File: src/rtl/mem_lsu_pkg.sv
// Shared types and constants for the load/store unit and its lane-alignment helper.
package mem_lsu_pkg;

  localparam int DATABUS_WIDTH = 64;

  typedef enum logic [1:0] {
    LSU_SIZE_B = 2'b00,
    LSU_SIZE_H = 2'b01,
    LSU_SIZE_W = 2'b10,
    LSU_SIZE_D = 2'b11
  } lsu_size_e;

  typedef enum logic [1:0] {
    LSU_IDLE   = 2'b00,
    LSU_ACCESS = 2'b01,
    LSU_RESP   = 2'b10
  } lsu_state_e;

  function automatic logic [7:0] lsu_base_mask(input logic [1:0] size);
    logic [7:0] mask;
    case (size)
      LSU_SIZE_B: mask = 8'h01;
      LSU_SIZE_H: mask = 8'h03;
      LSU_SIZE_W: mask = 8'h0F;
      default:    mask = 8'hFF;
    endcase
    return mask;
  endfunction

endpackage

File: src/rtl/mem_lsu_align.sv
// Combinational lane logic: misalign detect, byte mask, store-data shift and
// load extract with sign/zero extension.
module lsu_align
  import mem_lsu_pkg::*;
#(
  parameter int DW = DATABUS_WIDTH
) (
  input  logic [1:0]    chk_size,
  input  logic [2:0]    chk_off,
  output logic          misalign,
  input  logic [1:0]    size,
  input  logic [2:0]    off,
  input  logic          zext,
  input  logic [DW-1:0] wdata,
  input  logic [DW-1:0] busrdata,
  output logic [7:0]    wmask,
  output logic [DW-1:0] buswdata,
  output logic [DW-1:0] rdata
);

  logic [DW-1:0] rshift;

  // Misalign is checked on the incoming request, before it is latched.
  always_comb begin
    case (chk_size)
      LSU_SIZE_H: misalign = chk_off[0];
      LSU_SIZE_W: misalign = |chk_off[1:0];
      LSU_SIZE_D: misalign = |chk_off;
      default:    misalign = 1'b0;
    endcase
  end

  assign wmask    = lsu_base_mask(size) << off;
  assign buswdata = wdata << {off, 3'b000};
  assign rshift   = busrdata >> {off, 3'b000};

  always_comb begin
    case (size)
      LSU_SIZE_B: rdata = zext ? {{(DW-8){1'b0}}, rshift[7:0]}
                               : {{(DW-8){rshift[7]}}, rshift[7:0]};
      LSU_SIZE_H: rdata = zext ? {{(DW-16){1'b0}}, rshift[15:0]}
                               : {{(DW-16){rshift[15]}}, rshift[15:0]};
      LSU_SIZE_W: rdata = zext ? {{(DW-32){1'b0}}, rshift[31:0]}
                               : {{(DW-32){rshift[31]}}, rshift[31:0]};
      default:    rdata = rshift;
    endcase
  end

endmodule

File: src/rtl/mem_lsu.sv
// Multi-cycle load/store unit: request latch, IDLE/ACCESS/RESP sequencer and
// response registers in front of the DRAM port.
//
//   state      | meaning
//   LSU_IDLE   | ready; accept and latch a request
//   LSU_ACCESS | drive DRAM strobes until ack
//   LSU_RESP   | one-cycle response pulse
module mem_lsu
  import mem_lsu_pkg::*;
#(
  parameter int DW = DATABUS_WIDTH
) (
  input  logic          lsu_clk_i,
  input  logic          lsu_rst_n_i,
  input  logic          lsu_req_valid_i,
  output logic          lsu_req_ready_o,
  input  logic          lsu_req_store_i,
  input  logic [1:0]    lsu_req_size_i,
  input  logic          lsu_req_unsigned_i,
  input  logic [DW-1:0] lsu_req_addr_i,
  input  logic [DW-1:0] lsu_req_wdata_i,
  input  logic [DW-1:0] lsu_req_pc_i,
  output logic          lsu_rsp_valid_o,
  output logic [DW-1:0] lsu_rsp_rdata_o,
  output logic          lsu_rsp_misalign_o,
  output logic          lsu_mem_wen_o,
  output logic          lsu_mem_ren_o,
  output logic [DW-1:0] lsu_mem_rwaddr_o,
  output logic [DW-1:0] lsu_mem_buswdata_o,
  output logic [7:0]    lsu_mem_wmask_o,
  output logic [DW-1:0] lsu_mem_pc_o,
  input  logic [DW-1:0] lsu_mem_busrdata_i,
  input  logic          lsu_mem_ack_i
);

  lsu_state_e    state_q, state_d;

  logic          lat_store;
  logic [1:0]    lat_size;
  logic          lat_zext;
  logic [DW-1:0] lat_addr;
  logic [DW-1:0] lat_wdata;
  logic [DW-1:0] lat_pc;

  logic [DW-1:0] rsp_rdata_q;
  logic          rsp_misalign_q;

  logic          req_misalign;
  logic [7:0]    al_wmask;
  logic [DW-1:0] al_buswdata;
  logic [DW-1:0] al_rdata;
  logic          accept;

  assign accept = lsu_req_valid_i && (state_q == LSU_IDLE);

  lsu_align #(.DW(DW)) u_align (
    .chk_size (lsu_req_size_i),
    .chk_off  (lsu_req_addr_i[2:0]),
    .misalign (req_misalign),
    .size     (lat_size),
    .off      (lat_addr[2:0]),
    .zext     (lat_zext),
    .wdata    (lat_wdata),
    .busrdata (lsu_mem_busrdata_i),
    .wmask    (al_wmask),
    .buswdata (al_buswdata),
    .rdata    (al_rdata)
  );

  always_ff @(posedge lsu_clk_i or negedge lsu_rst_n_i) begin
    if (!lsu_rst_n_i) state_q <= LSU_IDLE;
    else              state_q <= state_d;
  end

  always_comb begin
    state_d = state_q;
    case (state_q)
      LSU_IDLE:   if (lsu_req_valid_i) state_d = req_misalign ? LSU_RESP : LSU_ACCESS;
      LSU_ACCESS: if (lsu_mem_ack_i)   state_d = LSU_RESP;
      LSU_RESP:   state_d = LSU_IDLE;
      default:    state_d = LSU_IDLE;
    endcase
  end

  // Memory-facing outputs are forced to zero outside ACCESS so the DPI side
  // never sees a stale address or strobe.
  always_comb begin
    lsu_req_ready_o    = 1'b0;
    lsu_rsp_valid_o    = 1'b0;
    lsu_rsp_rdata_o    = '0;
    lsu_rsp_misalign_o = 1'b0;
    lsu_mem_wen_o      = 1'b0;
    lsu_mem_ren_o      = 1'b0;
    lsu_mem_rwaddr_o   = '0;
    lsu_mem_buswdata_o = '0;
    lsu_mem_wmask_o    = '0;
    lsu_mem_pc_o       = '0;
    case (state_q)
      LSU_IDLE: lsu_req_ready_o = 1'b1;
      LSU_ACCESS: begin
        lsu_mem_wen_o      = lat_store;
        lsu_mem_ren_o      = !lat_store;
        lsu_mem_rwaddr_o   = {lat_addr[DW-1:3], 3'b000};
        lsu_mem_buswdata_o = al_buswdata;
        lsu_mem_wmask_o    = al_wmask;
        lsu_mem_pc_o       = lat_pc;
      end
      LSU_RESP: begin
        lsu_rsp_valid_o    = 1'b1;
        lsu_rsp_rdata_o    = rsp_rdata_q;
        lsu_rsp_misalign_o = rsp_misalign_q;
      end
      default: ;
    endcase
  end

  always_ff @(posedge lsu_clk_i or negedge lsu_rst_n_i) begin
    if (!lsu_rst_n_i) begin
      lat_store      <= 1'b0;
      lat_size       <= '0;
      lat_zext       <= 1'b0;
      lat_addr       <= '0;
      lat_wdata      <= '0;
      lat_pc         <= '0;
      rsp_rdata_q    <= '0;
      rsp_misalign_q <= 1'b0;
    end else if (accept) begin
      lat_store      <= lsu_req_store_i;
      lat_size       <= lsu_req_size_i;
      lat_zext       <= lsu_req_unsigned_i;
      lat_addr       <= lsu_req_addr_i;
      lat_wdata      <= lsu_req_wdata_i;
      lat_pc         <= lsu_req_pc_i;
      rsp_rdata_q    <= '0;
      rsp_misalign_q <= req_misalign;
    end else if (state_q == LSU_ACCESS && lsu_mem_ack_i && !lat_store) begin
      rsp_rdata_q    <= al_rdata;
    end
  end

endmodule

File: config.mk
export PLATFORM = sky130hd
export DESIGN_NAME = mem_lsu
export DESIGN_NICKNAME = d
export VERILOG_FILES = /design/src/rtl/mem_lsu_pkg.sv /design/src/rtl/mem_lsu_align.sv /design/src/rtl/mem_lsu.sv
export SDC_FILE = /design/constraint.sdc
export NUM_CORES = 1
export LEC_CHECK = 0
export CAP_MARGIN = 20
export CORE_AREA = 2 2 205 207
export DETAILED_ROUTE_END_ITERATION = 16
export DIE_AREA = 0 0 207 209
export MAX_ROUTING_LAYER = met4
export PLACE_DENSITY_LB_ADDON = 0.2
export SKIP_LAST_GASP = 1
export SYNTH_ARGS = -nofsm -noshare
export SYNTH_HDL_FRONTEND = slang
export SYNTH_SLANG_ARGS = --single-unit
export TNS_END_PERCENT = 1
File: constraint.sdc
create_clock -name lsu_clk_i -period 6.4 [get_ports lsu_clk_i]
set_clock_uncertainty 0.05 [all_clocks]
set_input_delay 1.28 -clock lsu_clk_i [delete_from_list [all_inputs] [get_ports lsu_clk_i]]
set_output_delay 1.28 -clock lsu_clk_i [all_outputs]
set_load 0.01 [all_outputs]
# Yosys cells after proc, flatten, opt, wreduce, memory -nomap -nowiden
# Index checks and enable logic that the tools add are counted.
# op_classes
eq_ne,9
reduce_logical,10
mux,22
shift,3
# op_table
cell,n
$mux 64,9
$pmux 64 s3,1
$shl 64x6->64,1
$shr 64x6->64,1
$pmux 8 s3,1
$eq 2x2->1 const B,4
$mux 8,1
$shl 8x3->8,1
$eq 2x1->1 const B,3
$mux 2,3
$mux 1,5
$logic_not 2->1,2
$ne 2x2->1 const B,2
$pmux 2 s2,1
$logic_and 1x1->1,3
$pmux 1 s3,1
$reduce_or 3->1,1
$reduce_and 2->1,1
$reduce_bool 2->1,1
$reduce_or 2->1,1
$logic_not 1->1,1
# totals
out_inout_bits,269
wordCells,53
input_bits,264
register_bits,263

# Logic depth before layout (Yosys ltp)
# Gate-level depths: netlist (run 1).
# logic_depth
ltp_word,5
ltp_mapped,9
ltp_nobuf,5

# Modules after synthesis
# Synthesis (run 1) repeated with hierarchy kept, for this count alone.
# unflattened
hier_cells,1454
hier_area_um2,16274.4
# modules_own_cells
mod,seq_area_each_um2,cells_each,n_inst,area_each_um2
mem_lsu,6581.3,868,1,11951.5
lsu_align,0.0,586,1,4322.9

# Worst setup path after synthesis (run 1)
# No wires, ideal clock.
# synth_timing
path_type,flip-flop to output port
start,register lat_addr[0]
end,output lsu_mem_buswdata_o[38]
path_slack_ns,3.215
arrival_ns,1.855
path_stages_with_launch,9
path_buffers,5
required_ns,5.070
path_cell_list,dfrtp_1 > buf_4 > buf_6 > buf_2 > buf_2 > buf_2 > mux2i_1 > nand2_1 > a32o_1
# synth_between
elab_chain_len,2
# synth_rtl
item,line,source
"start, declared",mem_lsu.sv:41,logic [DW-1:0] lat_addr;
"start signal, assigned",mem_lsu.sv:131,lat_addr <= lsu_req_addr_i;
$shl 64x6->64,mem_lsu_align.sv:34,"assign buswdata = wdata << {off, 3'b000};"
$mux 64,mem_lsu.sv:98,case (state_q)
"end, declared",mem_lsu.sv:29,"output logic [DW-1:0] lsu_mem_buswdata_o,"
# Every way passes these cells.

# Worst setup path in the final report (run 1)
# layout_timing
start,register lat_addr[1]
end,output lsu_mem_buswdata_o[52]
# The elaborated chain is that of the path after synthesis.

==> out/metrics.cfg, run 1 <==
[layout]
final_util=0.528
multi_input_area_sq_um=7710
ff_latch_area_sq_um=6590
final_cell_mix=nand2_1 (706), clkdlybuf4s50_1 (528), dfrtp_1 (260)
final_common_cell=nand2_1
drive_above_1_share=0.0698
final_area_sq_um=21800
fin_nets=2503
synthToLayoutAreaGrowth_pct=46.7
fill_cells=3883

[run_status]
status=finished clean

[logic_synthesis]
synthArstFlopShare=1.00
synth_xor_area_frac=0
postSynthAreaPerCell_sq_um=8.29
synth-simple-area-share=0.305
synthCells=1793
synth_top_family_by_area=simple AND/OR/NAND/NOR gates
synth_flop_cell=dfrtp_1
yosysWarnings=0
synthDistinctLibCells=47
synthAdderAreaFrac=0
synthMuxAreaShare=0.116
synth-edff-count=0
yosysSeqAreaShare=0.443
synth_seq_cells=263
synth_compound_area_frac=0.0952
synth_area_sq_um=14900

[sta]
setup_viol=0
whs_ns=0.414
setup_tns_ns=0
final_hold_viol_count=0
slew_viol_final=0
min_period_over_period=0.758
worst_pin_slew_ns=0.976
slew_headroom=0.349
fmax_mhz=206
rsz0062_at_grt=false
fin_crit_ns=4.85

[clocking]
clkSinkCount=263
clk_pin_slew_ns=0.06
cts_buffers=34
insertion_delay_ns=0.52
ctsHoldBuffers=0
cts_resized=0
clockBufferDepth=3
root_buffer=clkbuf_16
cts_htree_levels=2
cts_tree=built
post-cts-setup-buffers=0

[detailed_routing]
ant_nets=0
drtIter0Drc=961
drcViolationCount=0
vias=14400
wl_per_cell_microns=20.7
dr.pass1.iters=7
wl_mm=58.2
vias_per_cell=5.10

[critical_path]
start_kind=flip-flop
worstSetupEndpointType=primary output
critical_path_class=flip-flop to primary output
cp_max_fo=68
worstPathArrival_ns=3.52
required_ns=5.07

[placement]
place.gp.congestion=0.940
dp_hpwl_mm=41.8
io_buffer_count=529
placed_area_sq_um=20500

[floorplanning]
die_w_microns=207
die_h_microns=209
num_rows=75
die-area_sq_um=43300
ios=533
start_util=0.360
core_sq_um=41300

[grt]
grt_usage=0.273
grt_pass1_vias=14800
grt_pass1_wl_mm=89.3
grt_max_degree=138
antenna_found_initial=14
overflow=0

[power]
peakVddDrop_v=0.000198
power_density_nw_per_um2=336
p_leak_nw=9.81

[hold_path]
hold_path.class=flip-flop to flip-flop

[run]
cap_violations=0

-- through the flow --
step                cells  total power, mW  worst slack (ns)
global route         2818             7.77              1.39
finish               2818             7.33              1.55
detailed placement   2741             5.26              2.17
floorplan            1795             4.10              3.21
CTS                  2803             7.38              1.57
global placement     2740             5.21              2.17
-- cell families (layout without fill, tap and decap cells) --
| logic type | Yosys count | in the layout |
|---|---|---|
| AOI/OAI and AO/OA | 216 | 216 |
| buffers and inverters | 147 | 617 |
| DFF | 263 | 263 |
| muxes | 130 | 130 |
| other | 1 | 17 |
| and+or+nand+nor | 1036 | 1036 |
-- cell usage after synthesis (all sizes together) (7+ instances only) --
cell      n  share of area
nand2   707           0.18
dfrtp   263           0.44
and2    212          0.089
clkbuf  104          0.026
nor2     71          0.018
mux2i    69          0.046
o21ai    67          0.023
a21oi    48          0.016
buf      39          0.014
mux4     31          0.047
mux2     30          0.023
o211ai   18         0.0091
a211oi   15         0.0076
a22oi    15         0.0076
nor2b    15         0.0063
o31ai    15         0.0076
and3     10         0.0042
a32o      8         0.0054
a221o     7         0.0047
nand3     7         0.0024
-- cell type report --
cell class	instances	share of cell area
sequential	263	0.302
timing repair buffer	551	0.254
multi-input combinational	1385	0.354
antenna	14	0.00161
inverter	4	0.000689
clock inverter	11	0.00643
tap	539	0.0309
clock buffer	51	0.0504
-- worst paths after layout --
check,from,end,slack [ns],cells past startpoint
worst min register to register,lat_pc[49],lat_pc[49],0.41,2
min in group asynchronous,lsu_rst_n_i,rsp_rdata_q[58],0.65,1
worst min-delay path,lat_pc[49],lat_pc[49],0.41,2
worst max register to register,lat_addr[0],rsp_rdata_q[43],2.98,7
worst max-delay path,lat_addr[1],lsu_mem_buswdata_o[52],1.55,7
max in group asynchronous,lsu_rst_n_i,lat_addr[0],4.22,2
-- power breakdown --
| part | switching [mW] | internal, mW | total [mW] |
|---|---|---|---|
| clock | 0.769 | 1.31 | 2.08 |
| combinational | 1.47 | 1.23 | 2.70 |
| sequential | 0.433 | 2.11 | 2.55 |
-- flip-flops by register name, indices dropped and copies added (netlist names) --
register	cells
rsp_rdata_q	64
lat_store	1
lat_size	2
lat_wdata	64
lat_addr	64
lat_zext	1
lat_pc	64
rsp_misalign_q	1
state_q	2
-- worst max-delay path, stage by stage (launching register included) --
cell	delay, ns
dfrtp_4	0.89
nor2b_1	0.83
buf_4	0.30
nand2_1	0.06
o21ai_0	0.13
mux2i_1	0.12
nor2_1	0.12
clkdlybuf4s50_1	0.55
-- routing by layer --
layer | global-route usage | vias up | wire length, microns
met3 | 0.0748 | 115 | 4680
met2 | 0.451 | 582 | 28500
met1 | 0.313 | 6907 | 22600
li1 | - | 6767 | -
met5 | - | - | 0
met4 | 0.114 | 0 | 2490
No activity file was read; power rests on OpenSTA's default activity.
==> run 2: changes to the inputs <==
CORE_AREA = 2 2 206 208   (was 2 2 205 207)
DIE_AREA = 0 0 208 210   (was 0 0 207 209)
clock period = 4.1 ns   (was 6.4 ns; I/O delays follow)
==> out/metrics.cfg, run 2 (synthesis results as in run 1) <==
[detailed_routing]
ant_nets=0  ; unchanged
dr.pass1.iters=5  ; was 7
drtIter0Drc=992  ; was 961
wl_mm=58.8  ; was 58.2 mm
drcViolationCount=0  ; unchanged
vias_per_cell=5.16  ; was 5.10
wl_per_cell_microns=20.8  ; was 20.7 microns
vias=14600  ; was 14.4k

[sta]
slew_viol_final=0  ; unchanged
rsz0062_at_grt=false  ; unchanged
setup_viol=0  ; unchanged
fmax_mhz=257
worst_pin_slew_ns=1.04  ; was 0.976 ns
slew_headroom=0.301  ; was 0.349
setup_tns_ns=0  ; unchanged
fin_crit_ns=3.90
min_period_over_period=0.950
final_hold_viol_count=0  ; unchanged

[grt]
grt_max_degree=127  ; was 138
grt_pass1_wl_mm=89.9  ; was 89.3 mm
antenna_found_initial=10  ; was 14
overflow=0  ; unchanged
grt_usage=0.273  ; about the same
grt_pass1_vias=14800  ; about the same

[floorplanning]
ios=533  ; unchanged
die-area_sq_um=43700  ; was 43,300 sq um
die_h_microns=210  ; was 209 microns
start_util=0.358  ; was 0.360
num_rows=75  ; unchanged
core_sq_um=41500  ; was 41,300 sq um
die_w_microns=208  ; was 207 microns

[clocking]
cts_resized=0  ; unchanged
cts_buffers=34  ; unchanged
cts_tree=built  ; unchanged
cts_htree_levels=2  ; unchanged
clkSinkCount=263  ; unchanged
insertion_delay_ns=0.53  ; was 0.52 ns
post-cts-setup-buffers=0  ; unchanged
clk_pin_slew_ns=0.06  ; about the same
ctsHoldBuffers=0  ; unchanged
clockBufferDepth=3  ; unchanged
root_buffer=clkbuf_16  ; unchanged

[layout]
final_cell_mix=nand2_1 (706), clkdlybuf4s50_1 (528), dfrtp_1 (260)  ; unchanged
fill_cells=3862  ; was 3,883
multi_input_area_sq_um=7720  ; was 7710 sq um
synthToLayoutAreaGrowth_pct=47.4  ; was 46.7%
final_common_cell=nand2_1  ; unchanged
fin_nets=2517  ; was 2,503
ff_latch_area_sq_um=6590  ; unchanged
drive_above_1_share=0.0733  ; was 0.0698

[placement]
io_buffer_count=529  ; unchanged
dp_hpwl_mm=42.9  ; was 41.8 mm
place.gp.congestion=0.929  ; was 0.940

[power]
p_leak_nw=9.88  ; was 9.81 nW
peakVddDrop_v=0.000273  ; was 0.000198 V
p_total_mw=11.4  ; was 7.33 mW
power_density_nw_per_um2=521  ; was 336 nW/um^2

[critical_path]
worstSetupEndpointType=primary output  ; unchanged
slowest_stage=dfrtp_4  ; unchanged
cp_max_fo=38  ; was 68
crit_path_frequent_cell=nor2_1
path_cells=buf_4 > nor2_1 > nor2_1 > nor2_1 > nor3_1 > clkdlybuf4s50_1  ; was nor2b_1 > buf_4 > nand2_1 > o21ai_0 > mux2i_1 > nor2_1 > clkdlybuf4s50_1
critical_path_class=flip-flop to primary output  ; unchanged
cp_top_family=buffers and inverters  ; was simple AND/OR/NAND/NOR gates
worstPathArrival_ns=3.03  ; was 3.52 ns
critPathMaxStageDelay_ns=0.78  ; was 0.89 ns
start_kind=flip-flop  ; unchanged
required_ns=3.23  ; was 5.07 ns
critPathBufInv=2  ; unchanged

[hold_path]
hold_path.class=primary input to asynchronous set/reset pin  ; was flip-flop to flip-flop

[run_status]
status=finished clean  ; unchanged

[run]
cap_violations=0  ; unchanged

[run 2: path summary, 6_finish.rpt]
check	from	slack, ns	cells past startpoint	endpoint
min	lsu_rst_n_i	0.22	1	rsp_rdata_q[47]
max in group asynchronous	lsu_rst_n_i	2.91	2	lat_pc[22]
min reg2reg	lat_pc[59]	0.41	2	lat_pc[59]
min in group lsu_clk_i	lat_pc[59]	0.41	2	lat_pc[59]
max reg2reg	lat_addr[0]	0.92	7	rsp_rdata_q[36]
max	lat_addr[0]	0.20	6	lsu_mem_wmask_o[7]
[run 2: routing by layer]
layer	routed length, microns	global-route usage
met1	23000	0.318
met5	0	-
met4	2850	0.136
met2	28000	0.435
met3	4890	0.0767
[run 2: area by class of cell]
type	instances	area share
antenna	11	0.00126
tap	539	0.0308
sequential	263	0.301
clock inverter	12	0.00777
inverter	4	0.000685
timing repair buffer	565	0.260
clock buffer	48	0.0464
multi-input combinational	1385	0.352
[run 2: power by group]
group          leakage [nW]  switching (mW)  internal, mW
clock network         0.584            1.19          1.98
registers              3.33           0.603          3.30
logic                  5.97            2.37          1.97
[run 2: stage by stage]
| step | worst slack, ns | hold WS (ns) | instances | utilization | area, sq um |
|---|---|---|---|---|---|
| finish | 0.204 | 0.222 | 2827 | 0.528 | 21900 |
| detailed placement | 0.800 | 0.404 | 2756 | 0.499 | 20700 |
| floorplan | 1.37 | 0.387 | 1795 | - | 14900 |
| CTS | 0.222 | 0.240 | 2816 | 0.527 | 21900 |
| global route | 0.0599 | 0.279 | 2826 | 0.528 | 21900 |
| global placement | 0.805 | 0.399 | 2756 | 0.499 | 20700 |
[run 2: worst register-to-register path, stage by stage (launching register included)]
cell and delay, ns:
dfrtp_4 0.78, buf_4 0.46, buf_4 0.56, mux2_2 0.49, mux2i_1 0.26, o21ai_0 0.24
nand2_1 0.13, o21ai_1 0.06
